### config.mk
export PLATFORM = sky130hd
export DESIGN_NAME = alu_issue_stage_flat
export DESIGN_NICKNAME = d
export VERILOG_FILES = /design/src/rtl/alu_issue_stage_pkg.sv /design/src/rtl/alu_issue_stage_if.sv /design/src/rtl/alu_ctrl_decode.sv /design/src/rtl/alu_issue_stage.sv /design/src/flat_wrapper.sv
export SDC_FILE = /design/constraint.sdc
export NUM_CORES = 1
export LEC_CHECK = 0
export CAP_MARGIN = 0
export CORE_AREA = 2 2 131 133
export DETAILED_ROUTE_END_ITERATION = 12
export DIE_AREA = 0 0 133 135
export GPL_ROUTABILITY_DRIVEN = 0
export PLACE_DENSITY = 0.74
export RECOVER_POWER = 25
export SYNTH_ARGS = -nofsm -noshare
export SYNTH_HDL_FRONTEND = slang
export SYNTH_SLANG_ARGS = --single-unit
### constraint.sdc
create_clock -name clk -period 1.5 [get_ports clk]
set_clock_uncertainty 0.2 [all_clocks]
set_input_delay 0.45 -clock clk [delete_from_list [all_inputs] [get_ports clk]]
set_output_delay 0.45 -clock clk [all_outputs]
set_load 0.01 [all_outputs]
### src/rtl/alu_issue_stage_pkg.sv
// Shared types and constants for the ALU issue stage slice.
// Used by the decoder, the stage top and its interface.
package alu_stage_pkg;

  localparam int ALU_WIDTH = 32;

  localparam logic [3:0] ALU_OP_AND = 4'b0000;
  localparam logic [3:0] ALU_OP_OR  = 4'b0001;
  localparam logic [3:0] ALU_OP_ADD = 4'b0010;
  localparam logic [3:0] ALU_OP_SUB = 4'b0110;
  localparam logic [3:0] ALU_OP_SLT = 4'b0111;

  typedef struct packed {
    logic op1;
    logic op2;
    logic sub;
    logic cin;
    logic err;
  } alu_ctrl_t;

endpackage

### src/rtl/alu_issue_stage_if.sv
// Request and result handshakes of the ALU issue stage.
// ALU_ISSUE_OVF_EN adds the res_ovf result flag.
interface alu_issue_stage_if #(
  parameter int WIDTH = 32
);
  logic             in_valid;
  logic             in_ready;
  logic [3:0]       in_op;
  logic [WIDTH-1:0] in_a;
  logic [WIDTH-1:0] in_b;
  logic             res_valid;
  logic             res_ready;
  logic [WIDTH-1:0] res_data;
  logic             res_zero;
  logic             res_err;
`ifdef ALU_ISSUE_OVF_EN
  logic             res_ovf;
`endif

  modport master (
    output in_valid, in_op, in_a, in_b,
    input  in_ready,
    input  res_valid, res_data,
    input  res_zero, res_err,
`ifdef ALU_ISSUE_OVF_EN
    input  res_ovf,
`endif
    output res_ready
  );

  modport slave (
    input  in_valid, in_op, in_a, in_b,
    output in_ready,
    output res_valid, res_data,
    output res_zero, res_err,
`ifdef ALU_ISSUE_OVF_EN
    output res_ovf,
`endif
    input  res_ready
  );
endinterface

### src/rtl/alu_ctrl_decode.sv
// Op code to ALU control bundle.
// Unknown codes fall back to AND and raise err.
module alu_ctrl_decode
  import alu_stage_pkg::*;
(
  input  logic [3:0] in_op,
  output alu_ctrl_t  ctrl
);

  // map op code to {op1,op2,sub,cin,err}
  always_comb begin
    ctrl = '0;
    unique case (1'b1)
      (in_op == ALU_OP_AND): ctrl = '0;
      (in_op == ALU_OP_OR): begin
        ctrl.op2 = 1'b1;
      end
      (in_op == ALU_OP_ADD): begin
        ctrl.op1 = 1'b1;
      end
      (in_op == ALU_OP_SUB): begin
        ctrl.op1 = 1'b1;
        ctrl.sub = 1'b1;
        ctrl.cin = 1'b1;
      end
      (in_op == ALU_OP_SLT): begin
        ctrl.op1 = 1'b1;
        ctrl.op2 = 1'b1;
        ctrl.sub = 1'b1;
        ctrl.cin = 1'b1;
      end
      default: ctrl.err = 1'b1;
    endcase
  end

endmodule

### src/rtl/alu_issue_stage.sv
// Two-register issue stage in front of thirty_two_alu.
// ALU_ISSUE_OVF_EN adds a registered signed-overflow flag.
module alu_issue_stage
  import alu_stage_pkg::*;
#(
  parameter int WIDTH = ALU_WIDTH
) (
  input  logic             clk,
  input  logic             rst_n,
  alu_issue_stage_if.slave bus,
  output logic [WIDTH-1:0] alu_a,
  output logic [WIDTH-1:0] alu_b,
  output logic [WIDTH-1:0] alu_op1,
  output logic [WIDTH-1:0] alu_op2,
  output logic [WIDTH-1:0] alu_sub,
  output logic             alu_cin,
  input  logic [WIDTH-1:0] alu_out,
  input  logic             alu_zero,
  input  logic             alu_cout,
  input  logic [WIDTH-1:0] alu_sum
);

  alu_ctrl_t        dec;
  logic             s0_valid;
  logic [WIDTH-1:0] s0_a;
  logic [WIDTH-1:0] s0_b;
  alu_ctrl_t        s0_ctrl;
  logic             s1_valid;
  logic [WIDTH-1:0] s1_data;
  logic             s1_zero;
  logic             s1_err;
  logic             s1_free;
  logic             s0_adv;
  logic             accept;

  alu_ctrl_decode u_dec (
    .in_op (bus.in_op),
    .ctrl  (dec)
  );

  assign s1_free = !s1_valid || bus.res_ready;
  assign s0_adv = s0_valid && s1_free;
  assign bus.in_ready = !s0_valid || s1_free;
  assign accept = bus.in_valid && bus.in_ready;

  // issue register; operands only load on accept so
  // the ALU inputs hold their last values when empty
  always_ff @(posedge clk or negedge rst_n) begin
    if (!rst_n) begin
      s0_valid <= 1'b0;
      s0_a <= '0;
      s0_b <= '0;
      s0_ctrl <= '0;
    end else begin
      if (accept) begin
        s0_valid <= 1'b1;
        s0_a <= bus.in_a;
        s0_b <= bus.in_b;
        s0_ctrl <= dec;
      end else if (s0_adv) begin
        s0_valid <= 1'b0;
      end
    end
  end

  assign alu_a = s0_a;
  assign alu_b = s0_b;
  assign alu_op1 = {WIDTH{s0_ctrl.op1}};
  assign alu_op2 = {WIDTH{s0_ctrl.op2}};
  assign alu_sub = {WIDTH{s0_ctrl.sub}};
  assign alu_cin = s0_ctrl.cin;

`ifdef ALU_ISSUE_OVF_EN
  logic s0_is_add;
  logic sgn_a;
  logic sgn_b;
  logic sgn_s;
  logic ovf_nxt;
  logic s1_ovf;
  logic unused_cout;

  assign sgn_a = s0_a[WIDTH-1];
  assign sgn_b = s0_b[WIDTH-1];
  assign sgn_s = alu_sum[WIDTH-1];
  assign s0_is_add = s0_ctrl.op1 && !s0_ctrl.op2
                   && !s0_ctrl.sub;
  assign ovf_nxt = s0_is_add ?
      (sgn_a == sgn_b) && (sgn_s != sgn_a) :
    s0_ctrl.sub ?
      (sgn_a != sgn_b) && (sgn_s != sgn_a) :
      1'b0;
  assign unused_cout = alu_cout;

  // overflow flag travels with the S1 result
  always_ff @(posedge clk or negedge rst_n) begin
    if (!rst_n) begin
      s1_ovf <= 1'b0;
    end else if (s0_adv) begin
      s1_ovf <= ovf_nxt;
    end
  end

  assign bus.res_ovf = s1_ovf;
`else
  logic unused_alu;
  assign unused_alu = ^{alu_cout, alu_sum};
`endif

  // result register; payload frozen until accepted
  always_ff @(posedge clk or negedge rst_n) begin
    if (!rst_n) begin
      s1_valid <= 1'b0;
      s1_data <= '0;
      s1_zero <= 1'b0;
      s1_err <= 1'b0;
    end else begin
      if (s0_adv) begin
        s1_valid <= 1'b1;
        s1_data <= s0_ctrl.err ? '0 : alu_out;
        s1_zero <= s0_ctrl.err ? 1'b1 : alu_zero;
        s1_err <= s0_ctrl.err;
      end else if (bus.res_ready) begin
        s1_valid <= 1'b0;
      end
    end
  end

  assign bus.res_valid = s1_valid;
  assign bus.res_data = s1_data;
  assign bus.res_zero = s1_zero;
  assign bus.res_err = s1_err;

endmodule

### src/flat_wrapper.sv
// flat-port wrapper written by rule: the top's interface ports become plain ports
module alu_issue_stage_flat import alu_stage_pkg::*;
#(
  parameter int WIDTH = ALU_WIDTH
)
  (clk, rst_n, alu_a, alu_b, alu_op1, alu_op2, alu_sub, alu_cin, alu_out, alu_zero, alu_cout, alu_sum, bus_in_valid, bus_in_op, bus_in_a, bus_in_b, bus_in_ready, bus_res_valid, bus_res_data, bus_res_zero, bus_res_err, bus_res_ready);
  alu_issue_stage_if #(.WIDTH(WIDTH)) bus_i ();
  input  logic clk;
  input  logic rst_n;
  output logic [WIDTH-1:0] alu_a;
  output logic [WIDTH-1:0] alu_b;
  output logic [WIDTH-1:0] alu_op1;
  output logic [WIDTH-1:0] alu_op2;
  output logic [WIDTH-1:0] alu_sub;
  output logic alu_cin;
  input  logic [WIDTH-1:0] alu_out;
  input  logic alu_zero;
  input  logic alu_cout;
  input  logic [WIDTH-1:0] alu_sum;
  input wire logic [$bits(bus_i.in_valid)-1:0] bus_in_valid;
  input wire logic [$bits(bus_i.in_op)-1:0] bus_in_op;
  input wire logic [$bits(bus_i.in_a)-1:0] bus_in_a;
  input wire logic [$bits(bus_i.in_b)-1:0] bus_in_b;
  output wire logic [$bits(bus_i.in_ready)-1:0] bus_in_ready;
  output wire logic [$bits(bus_i.res_valid)-1:0] bus_res_valid;
  output wire logic [$bits(bus_i.res_data)-1:0] bus_res_data;
  output wire logic [$bits(bus_i.res_zero)-1:0] bus_res_zero;
  output wire logic [$bits(bus_i.res_err)-1:0] bus_res_err;
  input wire logic [$bits(bus_i.res_ready)-1:0] bus_res_ready;
  assign bus_i.in_valid = bus_in_valid;
  assign bus_i.in_op = bus_in_op;
  assign bus_i.in_a = bus_in_a;
  assign bus_i.in_b = bus_in_b;
  assign bus_in_ready = bus_i.in_ready;
  assign bus_res_valid = bus_i.res_valid;
  assign bus_res_data = bus_i.res_data;
  assign bus_res_zero = bus_i.res_zero;
  assign bus_res_err = bus_i.res_err;
  assign bus_i.res_ready = bus_res_ready;
  alu_issue_stage #(.WIDTH(WIDTH)) u_core (.clk(clk), .rst_n(rst_n), .bus(bus_i), .alu_a(alu_a), .alu_b(alu_b), .alu_op1(alu_op1), .alu_op2(alu_op2), .alu_sub(alu_sub), .alu_cin(alu_cin), .alu_out(alu_out), .alu_zero(alu_zero), .alu_cout(alu_cout), .alu_sum(alu_sum));
endmodule
Word-level counts from Yosys, hierarchy flattened

Cells that the tools add are included.

Reduce and logical (&&, ||, !) cells: 13
Shift-type cells: 0
$lt $le $gt $ge: 0
Multiplexer cells: 10
Div/mod/pow operators: 0
Multipliers: 0
Add/sub/neg operators: 0
Equality and inequality tests: 4
Bitwise logic cells: 0

Operators by type and width:

| cell                                          | count |
|---|---|
| two-way mux 32 bit                            | 1 |
| == test 4 x 3 -> 1 bit, second input constant | 2 |
| two-way mux 1 bit                             | 8 |
| OR reduction 5 bit                            | 1 |
| == test 4 x 1 -> 1 bit, second input constant | 1 |
| == test 4 x 2 -> 1 bit, second input constant | 1 |
| logical NOT 4 bit                             | 1 |
| nonzero test 2 bit                            | 2 |
| OR reduction 2 bit                            | 2 |
| OR reduction 3 bit                            | 1 |
| logical AND 1 bit                             | 2 |
| logical NOT 1 bit                             | 2 |
| logical OR 1 bit                              | 2 |
| two-way mux 2 bit                             | 1 |

Memory bits (read-only): 0
Logic and storage cells: 39
Memories kept: 0
Bits in latches: 0
Bits of input ports: 138
Bits in registers: 105
Bits in writable memories: 0

Depth between registers and ports, before layout

Depth after elaboration: 5
Mapped depth: 5

Cells and area by module

A second synthesis with hierarchy kept.

Cell total of the unflattened synthesis: 365
Area, all modules: 4984.8 µm²

Modules (own cells, without submodules):

| module          | sequential area each (µm²) | instances | cells an instance | area an instance (µm²) |
|---|---|---|---|---|
| alu_issue_stage | 2627.5                     | 1         | 357               | 4914.7 |
| alu_ctrl_decode | 0.0                        | 1         | 8                 | 70.1 |

Least setup slack after synthesis

Ideal clock, no wire load.

Path type: register -> output
Start point: register u_core.s0_ctrl (netlist bit u_core.alu_sub[0])
End point: output alu_sub[0]
Required time: 0.850 ns
Slack: -0.231 ns
Cell stages (with the launch flop): 2
Data arrival time: 1.081 ns
Path through: dfrtp_1 buf_4

RTL lines:

| item                   | line                  | source |
|---|---|---|
| start, declared        | alu_issue_stage.sv:27 | `alu_ctrl_t s0_ctrl;` |
| start signal, assigned | alu_issue_stage.sv:53 | `s0_ctrl <= '0;` |
| start signal, assigned | alu_issue_stage.sv:59 | `s0_ctrl <= dec;` |
| end, declared          | flat_wrapper.sv:14    | `output logic [WIDTH-1:0] alu_sub;` |

No word-level cell between the ends.

Final worst setup path

Start point: register u_core.s0_ctrl (netlist bit u_core.alu_op1[0])
End point: output alu_op1[21]

RTL lines:

| item          | line               | source |
|---|---|---|
| end, declared | flat_wrapper.sv:12 | `output logic [WIDTH-1:0] alu_op1;` |

No word-level cell between the ends.

==> impl_metrics.toml <==
[placed_design]
dp_slack_ns = -0.745
placed_cell_area_um2 = 7760
dp.cells = 801
io_buffers = 301
dp_hpwl_um = 9970

[timing]
finalHoldViolCount = 0
fin_crit_sh_pct = 127
rsz0062_at_grt = "yes"
max_freq_mhz = 523
setup_slack_ns = -0.411
slew_headroom_pct = 61.6
drv_slew = 0
fin_crit_ns = 1.91
finalSetupViolCount = 297
worstMarginPinSlew_ns = 0.576

[final_layout]
antenna-diode-count = 0
area_growth_pct = 81.3
utilization_pct = 55.6
final_cell_area_um2 = 9130
drive_gt1_share_pct = 64.5
final_cells = 915
layout.nets = 829

[logic_synthesis]
synth.most_common_cell = "dfrtp_1"
netlist.area_leader.share_pct = 51.7
synth_seq_cells = 104
synthFlopType = "dfrtp_1"
synth_top_family_by_area = "multiplexers"
yosys.area_share.simple_pct = 6.26
synth_mux_area_share_pct = 24.6
synth_cell_type_count = 20
syn-num-nets = 501
synthTopCellsByArea = "dfrtp_1 52%, mux2_2 16%, buf_4 15%, mux2_4 8.9%, nor2b_1 3.0%"
ys_seq_area_share_pct = 51.7
avgSynthCellArea_um2 = 13.9
synthXorXnorAreaFrac_pct = 0
synth_cells = 363
synth-compound-area-share_pct = 0.596
synthArstFlopShare_pct = 100
yosys-top-cells-count = "104 x dfrtp_1, 102 x buf_4, 70 x mux2_2"
synth-adder-area-share_pct = 0
synth_edf_count = 0
netlist_area_um2 = 5030
ys.warnings.count = 0
yosys.area.top_type = "dfrtp_1"

[clock_tree]
clk_path_buf_depth = 2
cts_num_sinks = 104
cts_root_buf = "clkbuf_16"
path_clk_slew_ns = 0.08
clk_latency_ns = 0.35
h-tree-depth = 3
cts_tree = "built"
cts_buffers = 9

[power]
p_clk_share_pct = 25.5
p_switching_uw = 2710
seqPwrFrac_pct = 36.7
combPwrFrac_pct = 37.9
p_sw_share_pct = 28.4
intPower_uw = 6810
powerDensity_nw_per_um2 = 1040
total_power_uw = 9510
ir_drop_mv = 0.785
leakagePower_uw = 0.00462

[critical_path]
critPathArrivalTime_ns = 1.26
crit_required_ns = 0.85
worst-setup-path-type = "reg2out"
start_kind = "register"
endpoint_kind = "output pin"
worstPathMaxFanout = 9

[drt]
drt_iter0_drc = 92
routed_via_density = 4.28
drc = 0
routed_wl_um = 16100
vias = 3918
dr.pass1.iters = 4
ant_nets = 0
wl_per_cell_um = 17.6

[floorplanning]
die_y_um = 135
die_w_um = 133
io_pins = 335
row_count = 47
core_area_um2 = 16400
die-area_um2 = 18000
start_util_pct = 30.7

[grt]
grt_use_total_pct = 16.6
antenna_found_initial = 0
grt_pass1_vias = 4169
overflow = 0
grt_max_degree = 40
grt_pass1_wl_um = 23100

[job]
maxCapViolations = 0

[status]
status = "finished, violations left"
violations = "setup timing"

[worst_hold_path]
hold_class = "reg2reg"
[per-stage QoR]
step / hold slack (ns) / setup TNS, ns
2_1_floorplan: -0.0456 / -7.62
3_3_place_gp: 0.146 / -104.46
4_1_cts: 0.309 / -57.99
6_report: 0.310 / -55.72
5_1_grt: 0.320 / -66.95
3_5_place_dp: 0.154 / -110.90
[per-layer routing]
metal / vias to the layer above / GRT usage [%] / routed length [um]
met4: 0 / 5.38 / 251
met5: - / 0 / 0
met1: 1932 / 18.1 / 5880
met3: 18 / 5.67 / 1360
met2: 197 / 30.1 / 8590
li1: 1771 / - / -
[flip-flops by register name, summed over array words and instances, names as in the netlist]
register and cells:
u_core.s0_ctrl 1, u_core.s0_valid 1, u_core.bus.res_valid 1, u_core.bus.res_err 1, u_core.bus.res_data 32, u_core.alu_sub 1, u_core.alu_a 32, u_core.alu_op1 1
u_core.alu_b 32, u_core.alu_op2 1, u_core.bus.res_zero 1
[what timing repair did]
item,4_1_cts,5_1_grt
endpoints found under the hold margin,15,0
setup endpoints to repair,298,298
cloned,11,4
gates resized for setup,881,103
hold buffers,1,0
pin swaps,1,2
setup buffers,53,34
[area by class of cell]
class / instances / area, um^2
multi-input cells: 150 / 1790
fillers: 1292 / 7280
clock buffers: 9 / 225
flip-flops and latches: 104 / 2610
clock inverters: 6 / 68.8
repair buffers: 426 / 4150
well taps: 220 / 275
[power groups by stage]
stage	sequential, uW	combinational (uW)	clock, uW
finish	3490	3600	2420
global route	3530	3800	2610
floorplan	3690	1180	0
detailed placement	3540	2870	0
CTS	3460	3180	2440
global placement	3510	2840	0
[worst max-delay path, stage by stage (launching register included)]
cell	delay, ns
dfrtp_4	0.51
buf_8	0.14
buf_12	0.13
buf_6	0.12
[logic make-up after synthesis]
| kind of cell | count (synthesis) |
|---|---|
| DFF | 104 |
| muxes | 100 |
| buffers and inverters | 109 |
| and+or+nand+nor | 45 |
| AOI/OAI and AO/OA | 5 |
[cells in the final DEF, fill, tap and decap left out, drive strengths merged]
cell and n:
buf 301, dfrtp 104, mux2 100, clkdlybuf4s50 99, clkbuf 30, nor2b 24
and2b 11, dlymetal6s2s 3, nand2b 3, nand2 2, inv 2, a21oi 2
a31oi 2, clkinv 2, nand3b 1, nor3b 1, a211oi 1, and3b 1
nor4b 1, nor2 1, clkinvlp 1, bufinv 1, dlygate4sd3 1, dlygate4sd2 1
[worst paths after layout]
path | endpoint | slack [ns] | start | cells after the start
hold / removal | u_core.bus.res_data[28] | 0.31 | u_core.bus.res_data[28] | 1
setup / recovery | alu_op1[21] | -0.41 | u_core.alu_op1[0] | 3
min in group asynchronous | u_core.alu_a[5] | 0.44 | rst_n | 2
setup reg to reg | u_core.alu_a[29] | -0.29 | u_core.bus.res_valid | 7
hold reg to reg | u_core.bus.res_data[28] | 0.31 | u_core.bus.res_data[28] | 1
max in group asynchronous | u_core.bus.res_data[15] | 0.03 | rst_n | 3
Note: power is estimated with default switching activity, not from simulation.
